File: src/rtl/rv_plic_reg_pkg.sv
// Register-level constants shared by the PLIC blocks.
// Only the source count is needed by the source-conditioning stage.
package rv_plic_reg_pkg;

  // Number of interrupt sources, including the reserved source 0.
  parameter int NumSrc = 73;

endpackage : rv_plic_reg_pkg

File: src/rtl/rv_plic_src_cond_chan.sv
// Single-source conditioning channel.
// Applies optional inversion, an optional synchronizer chain and a glitch filter.
// A level change on the conditioned source reaches src_o only after it has been
// stable for FilterCycles cycles. A run that is abandoned before completion sets
// a sticky glitch flag.
//
// Ports:
//   clk_i         clock
//   rst_ni        asynchronous reset, active-low
//   src_i         raw interrupt line
//   filter_en_i   filter enable (quasi-static); 0 passes the synced level straight through
//   glitch_clr_i  clears the sticky glitch flag at the next edge
//   src_o         conditioned level
//   glitch_o      sticky: a filter run was aborted
module rv_plic_src_cond_chan #(
  parameter bit Async        = 1'b1,
  parameter bit Invert       = 1'b0,
  parameter int SyncStages   = 2,
  parameter int FilterCycles = 3
) (
  input  logic clk_i,
  input  logic rst_ni,
  input  logic src_i,
  input  logic filter_en_i,
  input  logic glitch_clr_i,
  output logic src_o,
  output logic glitch_o
);

  localparam int CntW = $clog2(FilterCycles + 1);
  localparam logic [CntW-1:0] CntLast = CntW'(FilterCycles - 1);

  // Elaboration-time parameter sanity.
  if (FilterCycles < 1) begin : g_bad_filter_cycles
    $error("rv_plic_src_cond_chan: FilterCycles must be >= 1");
  end
  if (SyncStages < 2) begin : g_bad_sync_stages
    $error("rv_plic_src_cond_chan: SyncStages must be >= 2");
  end

  // Inversion sits in front of the first flop so the synchronizer and filter
  // always see an active-high level.
  logic x;
  assign x = src_i ^ Invert;

  logic s;

  if (Async) begin : g_sync
    logic [SyncStages-1:0] sync_q;

    always_ff @(posedge clk_i or negedge rst_ni) begin
      if (!rst_ni) begin
        sync_q <= '0;
      end else begin
        sync_q <= {sync_q[SyncStages-2:0], x};
      end
    end

    assign s = sync_q[SyncStages-1];
  end else begin : g_no_sync
    // Source already lives in the clk_i domain.
    assign s = x;
  end

  logic [CntW-1:0] cnt_q, cnt_d;
  logic            out_q, out_d;
  logic            glitch_q, glitch_d;
  logic            abort;

  // Filter: cnt counts consecutive cycles in which s disagrees with out.
  // Reaching CntLast while still disagreeing commits the new level; an agreement
  // with a non-zero count means the candidate level vanished early.
  always_comb begin
    cnt_d = cnt_q;
    out_d = out_q;
    abort = 1'b0;
    if (!filter_en_i) begin
      out_d = s;
      cnt_d = '0;
    end else if (s != out_q) begin
      if (cnt_q == CntLast) begin
        out_d = s;
        cnt_d = '0;
      end else begin
        cnt_d = cnt_q + CntW'(1);
      end
    end else if (cnt_q != '0) begin
      cnt_d = '0;
      abort = 1'b1;
    end
  end

  // A new abort takes priority over a coincident clear so no event is lost.
  assign glitch_d = abort | (glitch_q & ~glitch_clr_i);

  always_ff @(posedge clk_i or negedge rst_ni) begin
    if (!rst_ni) begin
      cnt_q    <= '0;
      out_q    <= 1'b0;
      glitch_q <= 1'b0;
    end else begin
      cnt_q    <= cnt_d;
      out_q    <= out_d;
      glitch_q <= glitch_d;
    end
  end

  assign src_o    = out_q;
  assign glitch_o = glitch_q;

endmodule : rv_plic_src_cond_chan

File: src/rtl/rv_plic_src_cond.sv
// Interrupt-source conditioning stage directly upstream of the PLIC.
// Each source 1..NumSrc-1 gets its own conditioning channel (inversion,
// synchronizer, glitch filter, sticky glitch flag). Source 0 is reserved by
// the PLIC and is tied low on both outputs.
//
// Ports:
//   clk_i         clock
//   rst_ni        asynchronous reset, active-low
//   intr_src_i    raw interrupt lines
//   filter_en_i   per-source filter enable (quasi-static configuration)
//   glitch_clr_i  per-source clear of the sticky glitch flag
//   intr_src_o    conditioned levels, to the PLIC intr_src_i
//   glitch_o      per-source sticky flag: a filter run was aborted
module rv_plic_src_cond #(
  parameter int                 NumSrc       = rv_plic_reg_pkg::NumSrc,
  parameter int                 SyncStages   = 2,
  parameter logic [NumSrc-1:0]  AsyncMask    = '1,
  parameter logic [NumSrc-1:0]  InvertMask   = '0,
  parameter int                 FilterCycles = 3
) (
  input  logic              clk_i,
  input  logic              rst_ni,
  input  logic [NumSrc-1:0] intr_src_i,
  input  logic [NumSrc-1:0] filter_en_i,
  input  logic [NumSrc-1:0] glitch_clr_i,
  output logic [NumSrc-1:0] intr_src_o,
  output logic [NumSrc-1:0] glitch_o
);

  // Source 0 is reserved: constant outputs, no flops, inputs ignored.
  assign intr_src_o[0] = 1'b0;
  assign glitch_o[0]   = 1'b0;

  logic unused_src0;
  assign unused_src0 = ^{intr_src_i[0], filter_en_i[0], glitch_clr_i[0]};

  for (genvar i = 1; i < NumSrc; i++) begin : g_chan
    rv_plic_src_cond_chan #(
      .Async        (AsyncMask[i]),
      .Invert       (InvertMask[i]),
      .SyncStages   (SyncStages),
      .FilterCycles (FilterCycles)
    ) u_chan (
      .clk_i        (clk_i),
      .rst_ni       (rst_ni),
      .src_i        (intr_src_i[i]),
      .filter_en_i  (filter_en_i[i]),
      .glitch_clr_i (glitch_clr_i[i]),
      .src_o        (intr_src_o[i]),
      .glitch_o     (glitch_o[i])
    );
  end

  // Outputs feed the PLIC gateways directly; an X here would poison claims.
  a_outputs_known : assert property (
    @(posedge clk_i) disable iff (!rst_ni) !$isunknown({intr_src_o, glitch_o})
  );

endmodule : rv_plic_src_cond

File: config.mk
export PLATFORM = sky130hd
export DESIGN_NAME = rv_plic_src_cond
export DESIGN_NICKNAME = d
export VERILOG_FILES = /design/src/rtl/rv_plic_reg_pkg.sv /design/src/rtl/rv_plic_src_cond_chan.sv /design/src/rtl/rv_plic_src_cond.sv
export SDC_FILE = /design/constraint.sdc
export NUM_CORES = 1
export LEC_CHECK = 0
export CELL_PAD_IN_SITES_DETAIL_PLACEMENT = 0
export CELL_PAD_IN_SITES_GLOBAL_PLACEMENT = 1
export CORE_MARGIN = 2
export CORE_UTILIZATION = 32
export CTS_CLUSTER_SIZE = 14
export DETAILED_ROUTE_END_ITERATION = 8
export GPL_TIMING_DRIVEN = 0
export HOLD_SLACK_MARGIN = 0.02
export MAX_ROUTING_LAYER = met4
export PLACE_DENSITY = 0.74
export SLEW_MARGIN = 15
export SYNTH_ARGS = -nofsm -noshare
export SYNTH_HDL_FRONTEND = slang
export SYNTH_SLANG_ARGS = --single-unit
File: constraint.sdc
create_clock -name clk_i -period 2.4 [get_ports clk_i]
set_clock_uncertainty 0.15 [all_clocks]
set_input_delay 0.48 -clock clk_i [delete_from_list [all_inputs] [get_ports clk_i]]
set_output_delay 0.48 -clock clk_i [all_outputs]
set_load 0.01 [all_outputs]
==> impl_metrics.yaml, run 1 <==
power_and_ir_drop:
  p_leak_nw: 9.950
  seq_power_share_pct: 44.5
  total_power_mw: 18.76
  vdd_drop_max_mv: 0.4972
  combPwrFrac_pct: 14.5
  switching_share_pct: 23.37
  p_int_mw: 14.38
  p_per_area_mw_per_mm2: 822.3
  p_switching_mw: 4.386
  clockPowerShare_pct: 41.0
sta:
  final_max_slew_viol_count: 0
  max_slew_margin_pct: 61.65
  final-hold-violation-count: 70
  post-route-min-period_ps: 2277
  tns_ps: 0
  finalCritPeriodShare_pct: 94.88
  setup_viol: 0
  hold_slack_ps: -283.6
  max_freq_mhz: 439.1
  setup_slack_ps: 122.9
  worstMarginPinSlew_ps: 575.2
  rsz0062_at_grt: "no"
run:
  cap_violations: 0
synth:
  ys_ff_latch: 432
  syn_area_mm2: 0.01655
  ys_seq_area_share_pct: 65.33
  synth_cells: 1227
  synth_area_leaders: "dfrtp_1 (65%), buf_4 (6.6%), mux2_2 (4.9%)"
  synth_cell_type_count: 13
  synth_top_area_share_pct: 65.33
  yosys_warnings: 0
  synth_area_per_cell_um2: 13.49
  yosysTopAreaCell: "dfrtp_1"
critical_path:
  worstRegToRegCells: 3
  crit_type: "reg2out"
  endpoint_kind: "output port"
  cp_slowest_cell: "clkdlybuf4s50_1"
  path_cells: "buf_4, clkdlybuf4s50_1"
  startpoint_type: "flop"
  max_stage_delay_ps: 620
  crit_required_ps: 1770
  arrival_ps: 1650
  cp_max_fo: 2
global_route:
  antenna_found_initial: 3
  track_usage_pct: 12.88
  first_global_vias: 10710
  overflow: 0
  grt_pass1_wl_mm: 54.10
  grt_max_degree: 104
placement:
  place_ws_ps: -38.38
  dpl.cell_count: 2273
  port_buffers: 361
  gp_congestion: 0.7831
  dp_hpwl_mm: 24.00
run_status:
  violations: "negative hold slack"
  status: "complete, but fails checks"
drt:
  drcViolationCount: 0
  wl_per_cell_um: 14.05
  ant_nets: 0
  wirelength_mm: 33.22
  routed-via-count: 10310
  first_pass_iters: 4
  drt_iter0_drc: 514
  via_per_inst: 4.361
clock_network:
  h-tree-depth: 2
  ctsResizeCount: 0
  clockRootBuffer: "clkbuf_16"
  post_cts_buffers: 0
  clk_pin_slew_worst_paths_ps: 60
  clk_path_buf_depth: 3
  cts.sinks: 432
  cts_inserted_buffers: 49
  insertion_delay_ps: 560
  cts_tree: "done"
floorplanning:
  fp.dieW_um: 231.4
  die_h_um: 231.4
  initial_core_util_pct: 32.32
  core_mm2: 0.05120
  die_area_mm2: 0.05354
  rows: 83
  ios: 367
final_layout:
  drive_above_1_share_pct: 21.40
  final_util_pct: 44.57
  fin_cells: 2365
  area_delta_synth_final_pct: 37.90
  final_nets: 1865
worst_hold_path:
  hp-class: "in2async"
==> registers in the layout, indices dropped and copies added (netlist names) <==
name,cells
g_chan.u_chan.glitch_o,72
g_chan.u_chan.g_sync.sync_q,144
g_chan.u_chan.cnt_q,144
g_chan.u_chan.src_o,72
==> worst paths after layout <==
path | from | endpoint | slack [ps]
setup / recovery | g_chan[34].u_chan.glitch_o | glitch_o[34] | 120
hold / removal | rst_ni | g_chan[16].u_chan.glitch_o | -280
setup reg to reg | g_chan[16].u_chan.cnt_q[1] | g_chan[16].u_chan.src_o | 1170
hold reg to reg | g_chan[17].u_chan.g_sync.sync_q[0] | g_chan[17].u_chan.g_sync.sync_q[1] | 190
max in group asynchronous | rst_ni | g_chan[44].u_chan.glitch_o | 660
min in group clk_i | g_chan[17].u_chan.g_sync.sync_q[0] | g_chan[17].u_chan.g_sync.sync_q[1] | 190
==> per-stage QoR <==
stage          cell area (um^2)  hold WS, ps
2_1_floorplan             16550        34.41
3_3_place_gp              21020        181.2
3_5_place_dp              21130        184.7
4_1_cts                   22810       -295.7
5_1_grt                   22820       -263.6
6_report                  22820       -283.6
==> layout by cell type (no fill, tap or decap) <==
cell type	n
inv_1	144
buf_4	146
and4b_1	22
o21ai_0	94
conb_1	2
and4_2	6
clkdlybuf4s50_1	360
xor2_1	72
clkbuf_1	8
buf_16	4
clkinv_2	10
clkinv_4	1
o22ai_1	72
buf_8	1
and4bb_2	50
mux2_2	72
clkbuf_16	49
and4_1	66
clkbuf_8	8
dfrtp_1	432
diode_2	3
o21ai_1	50
bufinv_16	7
clkinvlp_4	6
==> worst max-delay path, delay by kind of cell, from the launching register on <==
family,cells,cell delay (ps)
buffers and inverters,2,730
DFF,1,350
==> Yosys cell counts (all sizes together) <==
cell	number
and4bb	50
conb	1
buf	146
and4b	22
o22ai	72
xor2	72
o21ai	144
dfrtp	432
and4	72
mux2	72
inv	144
==> metal layers <==
metal | track usage (%) | vias to the layer above | part of all wire [%]
met5 | - | - | 0
met4 | 4.940 | 0 | 3.3
met3 | 4.429 | 70 | 8.8
met2 | 19.32 | 260 | 45
met1 | 16.03 | 5008 | 43
li1 | - | 4975 | -
==> power by group through the flow <==
stage / logic (mW) / clock network, mW / registers (mW)
final: 2.71 / 7.70 / 8.35
after global routing: 2.97 / 8.28 / 8.45
after CTS: 2.76 / 7.98 / 8.36
after detailed placement: 2.75 / 0 / 8.48
after global placement: 2.68 / 0 / 8.47
after floorplan: 1.40 / 0 / 8.37
==> final cells by class <==
class | instances | area, um^2
antenna | 3 | 7.507
clock inverter | 24 | 314.1
multi-input combinational | 506 | 4104
timing repair buffer | 365 | 3729
buffer | 146 | 1096
fill | 4657 | 28380
sequential | 432 | 10810
clock buffer | 65 | 1366
inverter | 144 | 540.5
tap | 680 | 850.8
==> logic make-up (layout without fill, tap and decap cells) <==
group	after synthesis	in the layout	share of synthesized area, %
simple gates	144	144	8.968
other cells	1	5	0.02266
compound gates	216	216	7.077
buf+inv	290	744	9.890
xor+xnor	72	72	3.811
mux	72	72	4.900
flops	432	432	65.33
No activity file was read; power rests on OpenSTA's default activity.
==> run 2, diff against run 1 <==
--- a/config.mk
+++ b/config.mk
@@ -5,16 +5,17 @@
 export SDC_FILE = /design/constraint.sdc
 export NUM_CORES = 1
 export LEC_CHECK = 0
+export CAP_MARGIN = 20
 export CELL_PAD_IN_SITES_DETAIL_PLACEMENT = 0
 export CELL_PAD_IN_SITES_GLOBAL_PLACEMENT = 1
 export CORE_MARGIN = 2
-export CORE_UTILIZATION = 32
+export CORE_UTILIZATION = 40
 export CTS_CLUSTER_SIZE = 14
 export DETAILED_ROUTE_END_ITERATION = 8
 export GPL_TIMING_DRIVEN = 0
 export HOLD_SLACK_MARGIN = 0.02
 export MAX_ROUTING_LAYER = met4
-export PLACE_DENSITY = 0.74
+export PLACE_DENSITY = 0.76
 export SLEW_MARGIN = 15
 export SYNTH_ARGS = -nofsm -noshare
 export SYNTH_HDL_FRONTEND = slang
==> impl_metrics.yaml, run 2 (synthesis results as in run 1) <==
drt:
  ant_nets: 0
  via_per_inst: 4.646
  drt_iter0_drc: 516
  wl_per_cell_um: 15.04
  drcViolationCount: 0
  wirelength_mm: 33.28
  routed-via-count: 10280
  first_pass_iters: 4
global_route:
  busiest_layer: "met2"
  use_met1_pct: 20.00
  overflow: 0
  antenna_found_initial: 5
  track_usage_pct: 16.16
  grt_pass1_wl_mm: 54.40
  use_met2_pct: 24.69
  first_global_vias: 10530
  grt_max_degree: 103
  use_met3_pct: 6.097
clock_network:
  cts_tree: "done"
  clk_pin_slew_worst_paths_ps: 60
  h-tree-depth: 2
  clockRootBuffer: "clkbuf_16"
  cts.sinks: 432
  post_cts_buffers: 0
  clk_path_buf_depth: 3
  cts_inserted_buffers: 47
  insertion_delay_ps: 560
critical_path:
  worstRegToRegCells: 3
  startpoint_type: "flop"
  cp_max_fo: 3
  crit_required_ps: 1770
  crit_type: "reg2out"
  endpoint_kind: "output port"
  arrival_ps: 1660
sta:
  final_max_slew_viol_count: 0
  post-route-min-period_ps: 2289
  finalCritPeriodShare_pct: 95.36
  max_freq_mhz: 436.9
  max_slew_margin_pct: 61.41
  rsz0062_at_grt: "no"
  hold_slack_ps: 192.4
  worstMarginPinSlew_ps: 578.9
  setup_viol: 0
  final-hold-violation-count: 0
placement:
  gp_congestion: 0.7617
  dp_hpwl_mm: 24.01
  port_buffers: 361
  postPlaceCellArea_mm2: 0.02095
power_and_ir_drop:
  p_per_area_mw_per_mm2: 797.4
  vdd_drop_max_mv: 0.5040
  p_leak_nw: 9.872
final_layout:
  final_area_mm2: 0.02243
  drive_above_1_share_pct: 20.78
  final_common_cell: "dfrtp_1"
  largestRegisters: "g_chan.u_chan.cnt_q (144), g_chan.u_chan.g_sync.sync_q (144)"
  final_cell_mix: "dfrtp_1 (432), clkdlybuf4s50_1 (360), buf_4 (146)"
  final_nets: 1864
  area_delta_synth_final_pct: 35.56
floorplanning:
  ios: 367
  initial_core_util_pct: 40.53
  core_mm2: 0.04083
  die_area_mm2: 0.04301
  die_h_um: 207.4
  fp.dieW_um: 207.4
  rows: 74
run:
  cap_violations: 0
run_status:
  status: "complete, no violations"
worst_hold_path:
  holdPathStages: 0
  hp-class: "reg2reg"
run 2: changes by cell type in the layout (fill, tap and decap cells not counted), sizes merged:
cell / change
bufinv: -7
clkbuf: +6
clkinv: -1
clkinvlp: -6
diode: +2
dlygate4sd3: +1
run 2: layout make-up:
cell class                 instances  area [um^2]
clock inverter                    10        50.05
sequential                       432        10810
antenna                            5        12.51
buffer                           146         1096
timing repair buffer             366         3744
clock buffer                      71         1409
fill                            3480        18400
multi-input combinational        506         4104
tap                              532        665.6
inverter                         144        540.5
run 2: timing repair:
item / CTS / global route
hold buffers: 1 / 0
resized for setup: 0 / 1
endpoints found under the setup margin: 0 / 68
hold endpoints to repair: 100 / 0
run 2: worst paths after layout:
kind | startpoint | endpoint | slack, ps
min in group asynchronous | rst_ni | g_chan[14].u_chan.glitch_o | 310
setup reg to reg | g_chan[16].u_chan.cnt_q[1] | g_chan[16].u_chan.src_o | 1130
hold / removal | g_chan[52].u_chan.g_sync.sync_q[0] | g_chan[52].u_chan.g_sync.sync_q[1] | 190
hold reg to reg | g_chan[52].u_chan.g_sync.sync_q[0] | g_chan[52].u_chan.g_sync.sync_q[1] | 190
max in group asynchronous | rst_ni | g_chan[19].u_chan.glitch_o | 430
setup / recovery | g_chan[34].u_chan.src_o | intr_src_o[34] | 110
run 2: where the power goes:
| part | internal [mW] | switching [mW] | leakage (nW) | total, mW |
|---|---|---|---|---|
| clock | 4.02 | 2.79 | 0.729 | 6.81 |
| combinational | 1.71 | 1.02 | 3.71 | 2.72 |
| sequential | 7.92 | 0.427 | 5.43 | 8.35 |
run 2: metal layers:
metal	wire, um	vias up
li1	-	4965
met1	14230	5008
met2	15610	243
met3	2652	61
met4	788	0
met5	0	-
run 2: through the flow:
step / setup TNS, ps / worst slack, ps / utilization [%] / cells / power [mW]
6_report: 0 / 111.3 / 54.94 / 2212 / 17.89
3_5_place_dp: 0 / 200.2 / 51.30 / 2125 / 11.23
4_1_cts: 0 / 48.95 / 54.89 / 2207 / 18.21
2_1_floorplan: 0 / 1249 / - / 1228 / 9.769
3_3_place_gp: -7801520 / -18110 / 51.01 / 2121 / 11.15
5_1_grt: 0 / 15.89 / 54.94 / 2212 / 18.81
run 2: critical path, cell delays in order, from the launching register on:
cell	delay [ps]
dfrtp_1	370
buf_4	120
clkdlybuf4s50_1	610
==> run 3, diff against run 2 <==
--- a/config.mk
+++ b/config.mk
@@ -9,14 +9,15 @@
 export CELL_PAD_IN_SITES_DETAIL_PLACEMENT = 0
 export CELL_PAD_IN_SITES_GLOBAL_PLACEMENT = 1
 export CORE_MARGIN = 2
-export CORE_UTILIZATION = 40
+export CORE_UTILIZATION = 30
 export CTS_CLUSTER_SIZE = 14
 export DETAILED_ROUTE_END_ITERATION = 8
 export GPL_TIMING_DRIVEN = 0
 export HOLD_SLACK_MARGIN = 0.02
 export MAX_ROUTING_LAYER = met4
-export PLACE_DENSITY = 0.76
+export PLACE_DENSITY = 0.6
 export SLEW_MARGIN = 15
 export SYNTH_ARGS = -nofsm -noshare
 export SYNTH_HDL_FRONTEND = slang
+export SYNTH_HIERARCHICAL = 1
 export SYNTH_SLANG_ARGS = --single-unit
==> impl_metrics.yaml, run 3 <==
run_status:
  status: "complete, no violations"
sta:
  setup_viol: 0
  hold_slack_ps: 178.7
  setup_slack_ps: 172.9
  final-hold-violation-count: 0
  rsz0062_at_grt: "no"
  finalCritPeriodShare_pct: 92.80
  final_max_slew_viol_count: 0
  max_slew_margin_pct: 61.67
  max_freq_mhz: 449.0
  worstMarginPinSlew_ps: 575.0
  post-route-min-period_ps: 2227
clock_network:
  h-tree-depth: 2
  clk_pin_slew_worst_paths_ps: 60
  cts_inserted_buffers: 49
  clk_path_buf_depth: 3
  cts.sinks: 432
  clockRootBuffer: "clkbuf_16"
  cts_tree: "done"
  insertion_delay_ps: 570
  ctsResizeCount: 0
run:
  cap_violations: 0
critical_path:
  cp_top_family: "buffers and inverters"
  path_cells: "clkdlybuf4s50_1"
  critPathBufInv: 1
  endpoint_kind: "output port"
  crit_type: "reg2out"
  max_stage_delay_ps: 660
  startpoint_type: "flop"
  crit_required_ps: 1770
  cp_slowest_cell: "clkdlybuf4s50_1"
  arrival_ps: 1600
  cp_max_fo: 3
synth:
  synth_area_per_cell_um2: 14.16
  synthFlopType: "dfrtp_1"
  yosysTopAreaCell: "dfrtp_1"
  synth_top_area_share_pct: 70.48
  ys_ff_latch: 432
  async_flop_share_pct: 100.0
  synth_edf_count: 0
  ys_seq_area_share_pct: 70.48
  synth_commonest_cells: "dfrtp_1 (432), inv_1 (144)"
  synth_cells: 1083
  synth_cell_type_count: 14
  syn_area_mm2: 0.01534
  synth_most_common_cell: "dfrtp_1"
  synth_area_leaders: "dfrtp_1 (70%), mux2_1 (5.2%), and4b_1 (4.6%)"
  yosys_warnings: 6
drt:
  wl_per_cell_um: 15.35
  ant_nets: 0
  first_pass_iters: 4
  wirelength_mm: 34.00
  via_per_inst: 4.392
  drt_iter0_drc: 428
  drcViolationCount: 0
  routed-via-count: 9728
floorplanning:
  die_area_mm2: 0.05295
  initial_core_util_pct: 30.51
  ios: 367
  die_h_um: 230.1
  fp.dieW_um: 230.1
  rows: 82
  core_mm2: 0.05027
power_and_ir_drop:
  total_power_mw: 17.85
  p_per_area_mw_per_mm2: 830.5
  p_leak_nw: 9.280
  vdd_drop_max_mv: 0.4660
global_route:
  overflow: 0
  first_global_vias: 10240
  use_met1_pct: 16.53
  grt_max_degree: 102
  use_met3_pct: 5.320
  use_met2_pct: 20.02
  track_usage_pct: 13.38
  busiest_layer: "met2"
  grt_pass1_wl_mm: 54.85
  antenna_found_initial: 5
final_layout:
  final_cell_mix: "dfrtp_1 (432), clkdlybuf4s50_1 (360), inv_1 (144)"
  largestRegisters: "g_chan.u_chan/cnt_q (144), g_chan.u_chan/g_sync.sync_q (144)"
  final_nets: 1722
  fin_cells: 2215
  drive_above_1_share_pct: 5.339
  final_common_cell: "dfrtp_1"
  area_delta_synth_final_pct: 40.16
placement:
  dpl.cell_count: 2121
  place_ws_ps: 388.8
  dp_hpwl_mm: 24.64
  gp_congestion: 0.7509
  port_buffers: 361
worst_hold_path:
  hp-class: "reg2reg"
## run 3: cell count changes after synthesis
cell      before  now
and4_1        66   71
and4b_1       22   71
mux2_1         0   71
mux2_2        72    1
and4bb_2      50    1
and4_2         6    1
buf_4        146    2
o21ai_1       50   72
o21ai_0       94   72
## run 3: through the flow
stage / area [um^2] / TNS (ps) / utilization, %
after floorplan: 15340 / 0 / -
after global placement: 19800 / -8033710 / 39.38
after detailed placement: 19910 / 0 / 39.60
after CTS: 21480 / 0 / 42.73
after global routing: 21490 / 0 / 42.75
final: 21500 / 0 / 42.76
## run 3: what timing repair did
| item | in CTS | in global routing |
|---|---|---|
| hold buffers | 1 | 0 |
| setup buffers | 0 | 0 |
| hold endpoints to repair | 70 | 0 |
## run 3: kinds of logic after synthesis
family / count (synthesis) / synth area share (%)
xor gates and xnor gates: 72 / 4.112
buffers and inverters: 146 / 3.622
DFF: 432 / 70.48
other: 1 / 0.02445
and+or+nand+nor: 144 / 8.835
muxes: 72 / 5.286
AOI/OAI and AO/OA: 216 / 7.636
## run 3: worst paths after layout
kind / end / slack [ps] / start / depth (start not counted)
max reg2reg: g_chan[38].u_chan/src_o / 1220 / g_chan[38].u_chan/cnt_q[0] / 2
min reg2reg: g_chan[4].u_chan/g_sync.sync_q[1] / 180 / g_chan[4].u_chan/g_sync.sync_q[0] / 0
min: g_chan[4].u_chan/g_sync.sync_q[1] / 180 / g_chan[4].u_chan/g_sync.sync_q[0] / 0
max: intr_src_o[8] / 170 / g_chan[8].u_chan/src_o / 1
max in group asynchronous: g_chan[57].u_chan/g_sync.sync_q[1] / 480 / rst_ni / 4
min in group asynchronous: g_chan[24].u_chan/g_sync.sync_q[0] / 330 / rst_ni / 2
## run 3: report_power, final
group,switching (mW),internal (mW)
sequential,0.420,7.92
clock,2.90,4.35
combinational,0.960,1.30
## run 3: area by class of cell
type | instances | area [um^2]
Fill cell | 4761 | 28780
Sequential cell | 432 | 10810
Multi-Input combinational cell | 506 | 3975
Timing Repair Buffer | 366 | 3739
Clock buffer | 72 | 1403
Tap cell | 672 | 840.8
Inverter | 144 | 540.5
Clock inverter | 14 | 156.4
Antenna cell | 7 | 17.52
Buffer | 2 | 15.01
## run 3: metal layers
metal  share of wire [%]  vias to the layer above
met5                   0                        -
met1                  44                     4732
met3                 9.0                       54
met2                  45                      239
li1                    -                     4703
met4                 1.8                        0
